`src/rtl/dcim_bitserial_ctrl.sv`:
```
// dcim_bitserial_ctrl: bit-serial activation sequencer and shift-accumulator for one local_mac
module dcim_bitserial_ctrl #(
    parameter int ACT_BITS = 8,
    localparam int ACC_W = 16 + ACT_BITS
) (
    input  logic                    clk,
    input  logic                    rst,
    input  logic                    in_valid,
    output logic                    in_ready,
    input  logic [8*ACT_BITS-1:0]   act_row0,
    input  logic [8*ACT_BITS-1:0]   act_row1,
    input  logic                    act_signed,
    input  logic                    w_signed,
    output logic [7:0]              rwlb_row0,
    output logic [7:0]              rwlb_row1,
    output logic                    sus,
    input  logic [14:0]             mac_in,
    output logic [ACC_W-1:0]        result,
    output logic                    result_valid,
    input  logic                    result_ready
);
    localparam int BW = (ACT_BITS > 1) ? $clog2(ACT_BITS) : 1;
    localparam logic [BW-1:0] TOP = BW'(ACT_BITS - 1);

    typedef enum logic [1:0] {IDLE, RUN, DONE} state_t;

    state_t                        r_state, w_next;
    logic [7:0][ACT_BITS-1:0]      r_act0, r_act1, w_src0, w_src1;
    logic                          r_act_signed, r_sus, r_valid;
    logic [BW-1:0]                 r_bit, w_sel;
    logic [ACC_W-1:0]              r_acc, r_result, w_pp, w_acc_next;
    logic [7:0]                    r_rwlb0, r_rwlb1, w_plane0, w_plane1;
    logic                          w_accept, w_last;

    assign w_accept     = in_valid && (r_state == IDLE);
    assign w_last       = (r_state == RUN) && (r_bit == '0);
    assign w_src0       = (r_state == IDLE) ? act_row0 : r_act0;
    assign w_src1       = (r_state == IDLE) ? act_row1 : r_act1;
    assign w_pp         = r_sus ? {{(ACC_W-15){mac_in[14]}}, mac_in} : {{(ACC_W-15){1'b0}}, mac_in};
    assign w_acc_next   = (r_bit == TOP && r_act_signed) ? (r_acc << 1) - w_pp : (r_acc << 1) + w_pp;
    assign in_ready     = (r_state == IDLE);
    assign rwlb_row0    = r_rwlb0;
    assign rwlb_row1    = r_rwlb1;
    assign sus          = r_sus;
    assign result       = r_result;
    assign result_valid = r_valid;

    // Next bit plane: MSB straight from the inputs on accept, otherwise plane b-1 of the captured rows
    always_comb begin
        w_sel = (r_state == IDLE) ? TOP : r_bit - 1'b1;
        for (int i = 0; i < 8; i++) begin
            w_plane0[i] = w_src0[i][w_sel];
            w_plane1[i] = w_src1[i][w_sel];
        end
    end

    // State register
    always_ff @(posedge clk) begin
        if (rst) r_state <= IDLE;
        else     r_state <= w_next;
    end

    // Next-state: one RUN cycle per bit plane, DONE holds until the consumer takes the result
    always_comb begin
        w_next = r_state;
        if (w_accept)                              w_next = RUN;
        else if (w_last)                           w_next = DONE;
        else if (r_state == DONE && result_ready)  w_next = IDLE;
    end

    // Capture, wordline drive, MSB-first shift-accumulate and result hand-off
    always_ff @(posedge clk) begin
        if (rst) begin
            r_act0       <= '0;
            r_act1       <= '0;
            r_act_signed <= 1'b0;
            r_sus        <= 1'b0;
            r_bit        <= '0;
            r_acc        <= '0;
            r_result     <= '0;
            r_valid      <= 1'b0;
            r_rwlb0      <= '0;
            r_rwlb1      <= '0;
        end else if (w_accept) begin
            r_act0       <= act_row0;
            r_act1       <= act_row1;
            r_act_signed <= act_signed;
            r_sus        <= w_signed;
            r_bit        <= TOP;
            r_acc        <= '0;
            r_rwlb0      <= w_plane0;
            r_rwlb1      <= w_plane1;
        end else if (r_state == RUN) begin
            r_acc <= w_acc_next;
            if (w_last) begin
                r_result <= w_acc_next;
                r_valid  <= 1'b1;
                r_rwlb0  <= '0;
                r_rwlb1  <= '0;
            end else begin
                r_bit   <= r_bit - 1'b1;
                r_rwlb0 <= w_plane0;
                r_rwlb1 <= w_plane1;
            end
        end else if (r_state == DONE && result_ready) begin
            r_valid <= 1'b0;
        end
    end
endmodule

```
`config.mk`:
```
export PLATFORM = sky130hd
export DESIGN_NAME = dcim_bitserial_ctrl
export DESIGN_NICKNAME = d
export VERILOG_FILES = /design/src/rtl/dcim_bitserial_ctrl.sv
export SDC_FILE = /design/constraint.sdc
export NUM_CORES = 1
export LEC_CHECK = 0
export ABC_CLOCK_PERIOD_IN_PS = 9700
export CAP_MARGIN = 20
export CORE_ASPECT_RATIO = 1.5
export CORE_MARGIN = 2
export CORE_UTILIZATION = 57
export CTS_CLUSTER_DIAMETER = 100
export CTS_CLUSTER_SIZE = 16
export DETAILED_ROUTE_END_ITERATION = 16
export PLACE_DENSITY = 0.86
export SYNTH_ARGS = -nofsm -noshare
export SYNTH_HDL_FRONTEND = slang
export SYNTH_SLANG_ARGS = --single-unit
```
`constraint.sdc`:
```
create_clock -name clk -period 9.7 [get_ports clk]
set_input_delay 0.97 -clock clk [delete_from_list [all_inputs] [get_ports clk]]
set_output_delay 0.97 -clock clk [all_outputs]
set_load 0.01 [all_outputs]
```
==> results_tabular.tex, run 1 <==
\begin{tabular}{lr}
\hline
Metric & Value \\
\hline
\multicolumn{2}{l}{\textbf{Die}} \\
Effective utilization at floorplan & 57.8\% \\
Die height & 171 um \\
Area of the die & 0.0198 mm2 \\
Die outline width & 115 um \\
Number of rows in the core area & 61 \\
Total core area & 0.0184 mm2 \\
Number of placed I/O pins & 192 \\
\multicolumn{2}{l}{\textbf{Setup path}} \\
Crit path launch type & register \\
CP cell instances & buf\_4, inv\_2, ha\_1, xnor2\_2, nand2\_1, mux4\_2, mux2i\_1, o21ai\_0, a22oi\_1, nor2\_1 \\
Setup slack of the worst register-to-register path & 5510 ps \\
Launch point of the worst path & r\_bit[0] \\
Buffers \& Inverters on Critical Path & 2 \\
Highest fanout seen on the critical path & 27 \\
Startpoint of the most critical register-to-register path & r\_bit[0] \\
Critical path's largest stage delay & 830 ps \\
Max stage delay cell, worst path & sky130\_fd\_sc\_hd\_\_nand2\_1 \\
Category of the most critical setup path & reg -> reg \\
Critical Path AT & 4490 ps \\
Critical path capture point type & register \\
CP required & 10,010 ps \\
Crit-path leading delay family & simple AND/OR/NAND/NOR gates \\
\multicolumn{2}{l}{\textbf{Power}} \\
Switching power summed over all nets & 726 uW \\
Clk pwr share & 33.1\% \\
Switching share of total power & 32.9\% \\
Leakage dissipation & 0.00504 uW \\
Total power divided by cell area & 168 mW/mm2 \\
Power, Total & 2210 uW \\
Combinational share of power & 25.1\% \\
Relative contribution of sequential cells to total power & 41.8\% \\
Peak supply drop & 127 uV \\
Internal Power & 1480 uW \\
\multicolumn{2}{l}{\textbf{Run}} \\
Maximum Capacitance Violations & 0 \\
\multicolumn{2}{l}{\textbf{Logic synthesis}} \\
Total standard cell area after synthesis & 0.0106 mm2 \\
Largest family of logic cells by synthesized area & simple AND/OR/NAND/NOR gates \\
Number of flip-flops and latches in the synthesized netlist & 199 \\
Mux cell area share after synthesis & 7.49\% \\
Synth Area in Compound Gates & 20.4\% \\
Post-Synth Simple-Gate Area & 21.2\% \\
Number of flops mapped to enable cells by yosys & 0 \\
Number of instances in the synthesized netlist & 1,336 \\
Count of synthesis-stage warnings from yosys & 0 \\
Distinct cell type count of the synthesized netlist & 75 \\
Parity-gate share of the synthesized area counting xor and xnor cells & 1.73\% \\
Register area share after synthesis & 37.5\% \\
Asr flop ratio synth & 0\% \\
Post-synthesis adder-cell area fraction & 6.15\% \\
Most common flop cell mapped by yosys & sky130\_fd\_sc\_hd\_\_dfxtp\_1 \\
Net count after synthesis & 1,536 \\
Post-synthesis area per instance & 7.95 um2 \\
\multicolumn{2}{l}{\textbf{Finish}} \\
Fin nets & 1,656 \\
Storage element area & 0.00398 mm2 \\
Most common library cell in the layout ignoring fill and taps & sky130\_fd\_sc\_hd\_\_nand2\_1 \\
Commonest cells after routing, fill and taps aside & sky130\_fd\_sc\_hd\_\_nand2\_1 (331), sky130\_fd\_sc\_hd\_\_a21oi\_1 (204), sky130\_fd\_sc\_hd\_\_dfxtp\_1 (199), sky130\_fd\_sc\_hd\_\_clkdlybuf4s50\_1 (190), sky130\_fd\_sc\_hd\_\_nor2\_1 (72) \\
Design area & 0.0131 mm2 \\
Fraction of final layout cells sized beyond drive strength 1 & 6.33\% \\
Core occupancy in the finished layout & 71.4\% \\
Area taken by multi-input logic gates & 0.00608 mm2 \\
Fillers & 1,442 \\
Area delta synth->final & 23.6\% \\
\multicolumn{2}{l}{\textbf{Timing}} \\
Post-layout min period & 4190 ps \\
Final Hold Vio Count & 0 \\
Unrepaired setup endpoints after global routing & false \\
Relative max-transition margin & 25.8\% \\
Peak clock frequency supported by timing & 0.239 GHz \\
Setup-failing EPs final & 0 \\
Final-report max-slew violation count & 0 \\
Transition time of the tightest slew-check pin & 1110 ps \\
Ratio of final minimum period to clock period & 43.2\% \\
Setup TNS after final layout & 0 ps \\
Clock Skews & 13.4 ps \\
\multicolumn{2}{l}{\textbf{Global route}} \\
Initial antenna violation count & 1 \\
Global-route wire length before repair & 48.9 mm \\
Gr ovfl total & 0 \\
Maximum number of pins on one net before global-route repair & 111 \\
GRT Overall Usage & 31.3\% \\
Via count of the first global-routing pass & 10,100 \\
\multicolumn{2}{l}{\textbf{Placed design}} \\
Final HPWL DP & 21.7 mm \\
Placer Congestion & 0.980 \\
Total of buffers placed on input and output ports & 191 \\
Cell area after placement & 0.0125 mm2 \\
\multicolumn{2}{l}{\textbf{Clocking}} \\
H-tree levels & 4 \\
Hold buffer count at CTS & 0 \\
Clock latency reported for the late side of the worst-skew pair & 450 ps \\
Number of clock sinks & 199 \\
Buffers inserted during post-CTS setup optimization & 0 \\
Cells resized by post-CTS repair & 0 \\
Clock tree root driver cell & sky130\_fd\_sc\_hd\_\_clkbuf\_16 \\
Register clock-pin slew on the reported worst setup and hold paths & 80 ps \\
TritonCTS Buffers & 17 \\
TritonCTS clock tree & built \\
Maximum buffer depth of the clock tree & 2 \\
\multicolumn{2}{l}{\textbf{Routing}} \\
\# DRC & 0 \\
DR WL met3 & 1.93 mm \\
Final antenna-violating net count & 0 \\
DR WL met2 & 16.6 mm \\
Total wire length after detailed routing & 31.2 mm \\
Average wire length per cell after detail routing & 18.1 um \\
Via-to-Cell Ratio & 5.93 \\
Number of iterations in the first detailed-routing pass & 5 \\
Vias & 10,200 \\
Wire length the detailed router placed on met1 & 11.4 mm \\
Detailed router's first-iteration violation count & 829 \\
Highest routed layer & met4 \\
\multicolumn{2}{l}{\textbf{Status}} \\
Status & finished, final reports clean \\
\multicolumn{2}{l}{\textbf{Min path}} \\
Worst Hold Launch & r\_act0[13] \\
Worst hold path type & reg -> reg \\
\hline
\end{tabular}
synth_stat cells (3+ instances only):
cell type                   instances  area, um2
sky130_fd_sc_hd__inv_1             39        146
sky130_fd_sc_hd__o22ai_1            4       25.0
sky130_fd_sc_hd__clkbuf_1          74        278
sky130_fd_sc_hd__nand3_1           22        110
sky130_fd_sc_hd__nand3b_1           8       60.1
sky130_fd_sc_hd__a2111oi_0          5       43.8
sky130_fd_sc_hd__a211oi_1          28        210
sky130_fd_sc_hd__o21a_1             3       22.5
sky130_fd_sc_hd__buf_6              5       56.3
sky130_fd_sc_hd__buf_1              6       22.5
sky130_fd_sc_hd__or4_1              7       52.6
sky130_fd_sc_hd__a221oi_1           3       26.3
sky130_fd_sc_hd__o211ai_1           9       67.6
sky130_fd_sc_hd__nor2b_1           13       81.3
sky130_fd_sc_hd__a31oi_1            4       25.0
sky130_fd_sc_hd__buf_4              6       45.0
sky130_fd_sc_hd__o21ai_0           45        225
sky130_fd_sc_hd__nand4_1            5       31.3
sky130_fd_sc_hd__a21oi_1          204       1020
sky130_fd_sc_hd__and2_1             3       18.8
sky130_fd_sc_hd__nor3b_1            3       22.5
sky130_fd_sc_hd__a22oi_1           13       97.6
sky130_fd_sc_hd__or3_1              3       18.8
sky130_fd_sc_hd__xnor2_1           14        123
sky130_fd_sc_hd__nand2_1          332       1250
sky130_fd_sc_hd__and3_1             7       43.8
sky130_fd_sc_hd__a21o_1             4       30.0
sky130_fd_sc_hd__a311oi_1           3       26.3
sky130_fd_sc_hd__nor3_1            18       90.1
sky130_fd_sc_hd__mux4_2            26        586
sky130_fd_sc_hd__o21bai_1           5       37.5
sky130_fd_sc_hd__mux2_2             3       33.8
sky130_fd_sc_hd__o31a_1             3       26.3
sky130_fd_sc_hd__mux2i_1           15        150
sky130_fd_sc_hd__o31ai_1            5       37.5
sky130_fd_sc_hd__nand2b_1          13       81.3
sky130_fd_sc_hd__xor2_1             7       61.3
sky130_fd_sc_hd__nor2_1            73        274
sky130_fd_sc_hd__dfxtp_1          199       3980
sky130_fd_sc_hd__ha_1              49        613
sky130_fd_sc_hd__nor4_1             4       25.0
sky130_fd_sc_hd__buf_2              7       35.0
routing by layer:
| layer | track usage [%] | vias to the layer above |
|---|---|---|
| met5 | 0 | - |
| li1 | - | 4884 |
| met4 | 16.5 | 0 |
| met2 | 56.5 | 379 |
| met1 | 34.0 | 4864 |
| met3 | 6.27 | 90 |
worst min-delay path: stages, from the launching register on:
cell                      delay (ps)
sky130_fd_sc_hd__dfxtp_1         310
sky130_fd_sc_hd__nand2_1          50
sky130_fd_sc_hd__a21oi_1          50
cells by family (layout without fill, tap and decap cells):
kind of cell,Yosys count,after routing
AO/OA/AOI/OAI,361,361
XOR/XNOR,21,21
adder cells (fa/ha/maj),51,51
buffers and inverters,139,272
flip-flops,199,199
multiplexers,45,45
other,0,1
AND/OR/NAND/NOR,520,520
registers in the layout, indices dropped and copies added, names as in the netlist:
signal and cells:
r_act1 64, rwlb_row0 8, r_acc 23, sus 1, r_act0 64, r_act_signed 1
r_state 2, rwlb_row1 8, result_valid 1, result 24, r_bit 3
cell type report:
type | count | share of cell area (%)
Clock inverter | 14 | 1.35
Inverter | 41 | 1.17
Antenna cell | 1 | 0.0191
Multi-Input combinational cell | 998 | 46.3
Timing Repair Buffer | 199 | 15.0
Clock buffer | 18 | 3.35
Tap cell | 252 | 2.40
Sequential cell | 199 | 30.4
final timing paths:
kind | endpoint | cells past startpoint
worst max-delay path | rwlb_row0[0] | 10
worst min-delay path | r_act0[13] | 2
worst max register to register | rwlb_row0[0] | 10
worst min register to register | r_act0[13] | 2
metrics by stage:
stage | hold slack (ps) | worst slack [ps] | instances
detailed placement | 445 | 5420 | 1689
global route | 471 | 5170 | 1722
floorplan | 432 | 6220 | 1336
CTS | 456 | 5520 | 1721
finish | 455 | 5510 | 1722
global placement | 439 | 5490 | 1689
power by group through the flow:
stage | clock (uW) | combinational (uW) | sequential, uW
2_1_floorplan | 0 | 356 | 932
3_3_place_gp | 0 | 538 | 937
3_5_place_dp | 0 | 547 | 939
4_1_cts | 734 | 552 | 921
5_1_grt | 766 | 605 | 927
6_report | 731 | 555 | 922
Note: power is estimated with default switching activity, not from simulation.
==> inputs of run 2 (changes only) <==
ABC_CLOCK_PERIOD_IN_PS = 3400   (was 9700)
CORE_UTILIZATION = 48   (was 57)
PLACE_DENSITY = 0.77   (was 0.86)
clock period = 3.4 ns   (was 9.7 ns; I/O delays follow)
==> run 2 against run 1 <==
Register-to-register slack lost 5200 ps. Critical path depth is 2 higher. Via count down 1.3%. Clock power grew to 2.9 times the previous value. Cell count rose by 4.8%. Sequential share of layout area shrank 1.2 points. Total power increased to 2.9 times the previous value. Count of clock-buffer cells in the layout is the same.
==> results_tabular.tex, run 2 (synthesis gave the netlist of run 1 again) <==
\begin{tabular}{lr}
\hline
Metric & Value \\
\hline
\multicolumn{2}{l}{\textbf{Status}} \\
Status & finished, final reports clean \\
\multicolumn{2}{l}{\textbf{Finish}} \\
Area delta synth->final & 28.6\% \\
Fraction of final layout cells sized beyond drive strength 1 & 10.2\% \\
Commonest cells after routing, fill and taps aside & sky130\_fd\_sc\_hd\_\_nand2\_1 (331), sky130\_fd\_sc\_hd\_\_a21oi\_1 (204), sky130\_fd\_sc\_hd\_\_dfxtp\_1 (199), sky130\_fd\_sc\_hd\_\_clkdlybuf4s50\_1 (190), sky130\_fd\_sc\_hd\_\_nor2\_1 (72) \\
Number of inserted diodes & 0 \\
Core occupancy in the finished layout & 62.9\% \\
Most common library cell in the layout ignoring fill and taps & sky130\_fd\_sc\_hd\_\_nand2\_1 \\
Fin nets & 1,720 \\
\multicolumn{2}{l}{\textbf{Routing}} \\
Wire length the detailed router placed on met1 & 12.6 mm \\
Vias & 10,100 \\
Final antenna-violating net count & 0 \\
Via-to-Cell Ratio & 5.59 \\
Highest routed layer & met4 \\
DR WL met2 & 16.5 mm \\
Number of iterations in the first detailed-routing pass & 7 \\
Total wire length after detailed routing & 31.4 mm \\
DR WL met3 & 1.43 mm \\
Detailed router's first-iteration violation count & 694 \\
\# DRC & 0 \\
Average wire length per cell after detail routing & 17.4 um \\
\multicolumn{2}{l}{\textbf{Clocking}} \\
Buffers inserted during post-CTS setup optimization & 0 \\
Register clock-pin slew on the reported worst setup and hold paths & 70 ps \\
Clock latency reported for the late side of the worst-skew pair & 440 ps \\
Cells resized by post-CTS repair & 0 \\
Maximum buffer depth of the clock tree & 2 \\
Hold buffer count at CTS & 0 \\
Number of clock sinks & 199 \\
Clock tree root driver cell & sky130\_fd\_sc\_hd\_\_clkbuf\_16 \\
H-tree levels & 4 \\
TritonCTS clock tree & built \\
TritonCTS Buffers & 17 \\
\multicolumn{2}{l}{\textbf{Min path}} \\
Worst Hold Launch & rst \\
Worst hold path depth & 2 \\
Worst hold path type & in -> reg \\
Endpoint of the worst hold-timing path & rwlb\_row1[1] \\
\multicolumn{2}{l}{\textbf{Setup path}} \\
Highest fanout seen on the critical path & 3 \\
Critical Path AT & 3410 ps \\
Critical path capture point type & register \\
Startpoint of the most critical register-to-register path & r\_acc[0] \\
Launch point of the worst path & mac\_in[1] \\
CP required & 3720 ps \\
Setup slack of the worst register-to-register path & 320 ps \\
Cells on worst reg2reg path & 11 \\
Category of the most critical setup path & in -> reg \\
Crit path launch type & primary input \\
Endpoint of the lowest-slack register-to-register path & result[21] \\
\multicolumn{2}{l}{\textbf{Placed design}} \\
Total of buffers placed on input and output ports & 191 \\
Placer Congestion & 0.939 \\
Final HPWL DP & 22.6 mm \\
\multicolumn{2}{l}{\textbf{Die}} \\
Number of rows in the core area & 66 \\
Area of the die & 0.0234 mm2 \\
Die outline width & 125 um \\
Number of placed I/O pins & 192 \\
Total core area & 0.0217 mm2 \\
Effective utilization at floorplan & 48.9\% \\
Die height & 186 um \\
\multicolumn{2}{l}{\textbf{Timing}} \\
Relative max-transition margin & 33.9\% \\
Final Hold Vio Count & 0 \\
Unrepaired setup endpoints after global routing & false \\
Setup-failing EPs final & 0 \\
Clock Skews & 7.61 ps \\
Final-report max-slew violation count & 0 \\
Transition time of the tightest slew-check pin & 991 ps \\
Post-layout min period & 3090 ps \\
Peak clock frequency supported by timing & 0.324 GHz \\
Ratio of final minimum period to clock period & 90.8\% \\
\multicolumn{2}{l}{\textbf{Global route}} \\
GRT Overall Usage & 26.8\% \\
Global-route wire length before repair & 50.2 mm \\
Initial antenna violation count & 0 \\
Gr ovfl total & 0 \\
Maximum number of pins on one net before global-route repair & 129 \\
Via count of the first global-routing pass & 10,100 \\
\multicolumn{2}{l}{\textbf{Power}} \\
Total power divided by cell area & 468 mW/mm2 \\
Power, Total & 6390 uW \\
Leakage dissipation & 0.00537 uW \\
Peak supply drop & 425 uV \\
\multicolumn{2}{l}{\textbf{Run}} \\
Maximum Capacitance Violations & 0 \\
\hline
\end{tabular}
[run 2: changes by cell type in the layout (fill, tap and decap cells not counted), moves of 2 or more]
cell,previous run,this run
sky130_fd_sc_hd__buf_4,8,68
sky130_fd_sc_hd__clkinv_8,5,0
sky130_fd_sc_hd__buf_12,0,4
sky130_fd_sc_hd__clkinv_2,0,3
sky130_fd_sc_hd__bufinv_16,0,2
[run 2: report_power, final]
| group | internal [uW] | total [uW] | switching (uW) |
|---|---|---|---|
| Sequential | 2510 | 2620 | 109 |
| Combinational | 767 | 1680 | 909 |
| Clock | 1130 | 2090 | 963 |
| Total | 4400 | 6390 | 1980 |
[run 2: through the flow]
stage	hold slack (ps)	std cells	TNS [ps]	setup WS [ps]	area [um2]
finish	314	1805	0	314	13700
global route	320	1805	0	204	13700
CTS	303	1805	0	302	13700
detailed placement	444	1773	-162	-131	13100
global placement	438	1773	-107	-104	13100
floorplan	432	1336	0	142	10600
[run 2: critical path: stages]
cell and delay, ps:
sky130_fd_sc_hd__clkdlybuf4s50_1 490, sky130_fd_sc_hd__ha_1 160, sky130_fd_sc_hd__inv_1 50, sky130_fd_sc_hd__fa_1 430
sky130_fd_sc_hd__o21bai_4 180, sky130_fd_sc_hd__a211oi_1 110, sky130_fd_sc_hd__or4_4 450, sky130_fd_sc_hd__a31o_1 240
sky130_fd_sc_hd__o311a_1 390, sky130_fd_sc_hd__a211oi_4 170, sky130_fd_sc_hd__nor4_1 70, sky130_fd_sc_hd__a311o_1 330
[run 2: cell type report]
type	count	area, um2
clock inverter	14	160
inverter	41	154
fill	1941	8060
multi-input combinational	998	6070
clock buffer	18	439
sequential	199	3980
tap	272	340
timing repair buffer	263	2500
[run 2: metal layers]
metal | track usage (%) | up-vias
met1 | 31.1 | 4736
li1 | - | 5002
met2 | 49.8 | 290
met3 | 4.43 | 57
met5 | 0 | -
met4 | 9.47 | 0
[run 2: worst max-delay path by stage]
stage / end / slack (ps) / cells past startpoint
6_report: result[21] / 310 / 12
4_1_cts: result[21] / 300 / 11
5_1_grt: result[21] / 200 / 11
3_5_place_dp: result[21] / -130 / 12
3_3_place_gp: result[21] / -100 / 12
2_1_floorplan: rwlb_row1[6] / 140 / 10
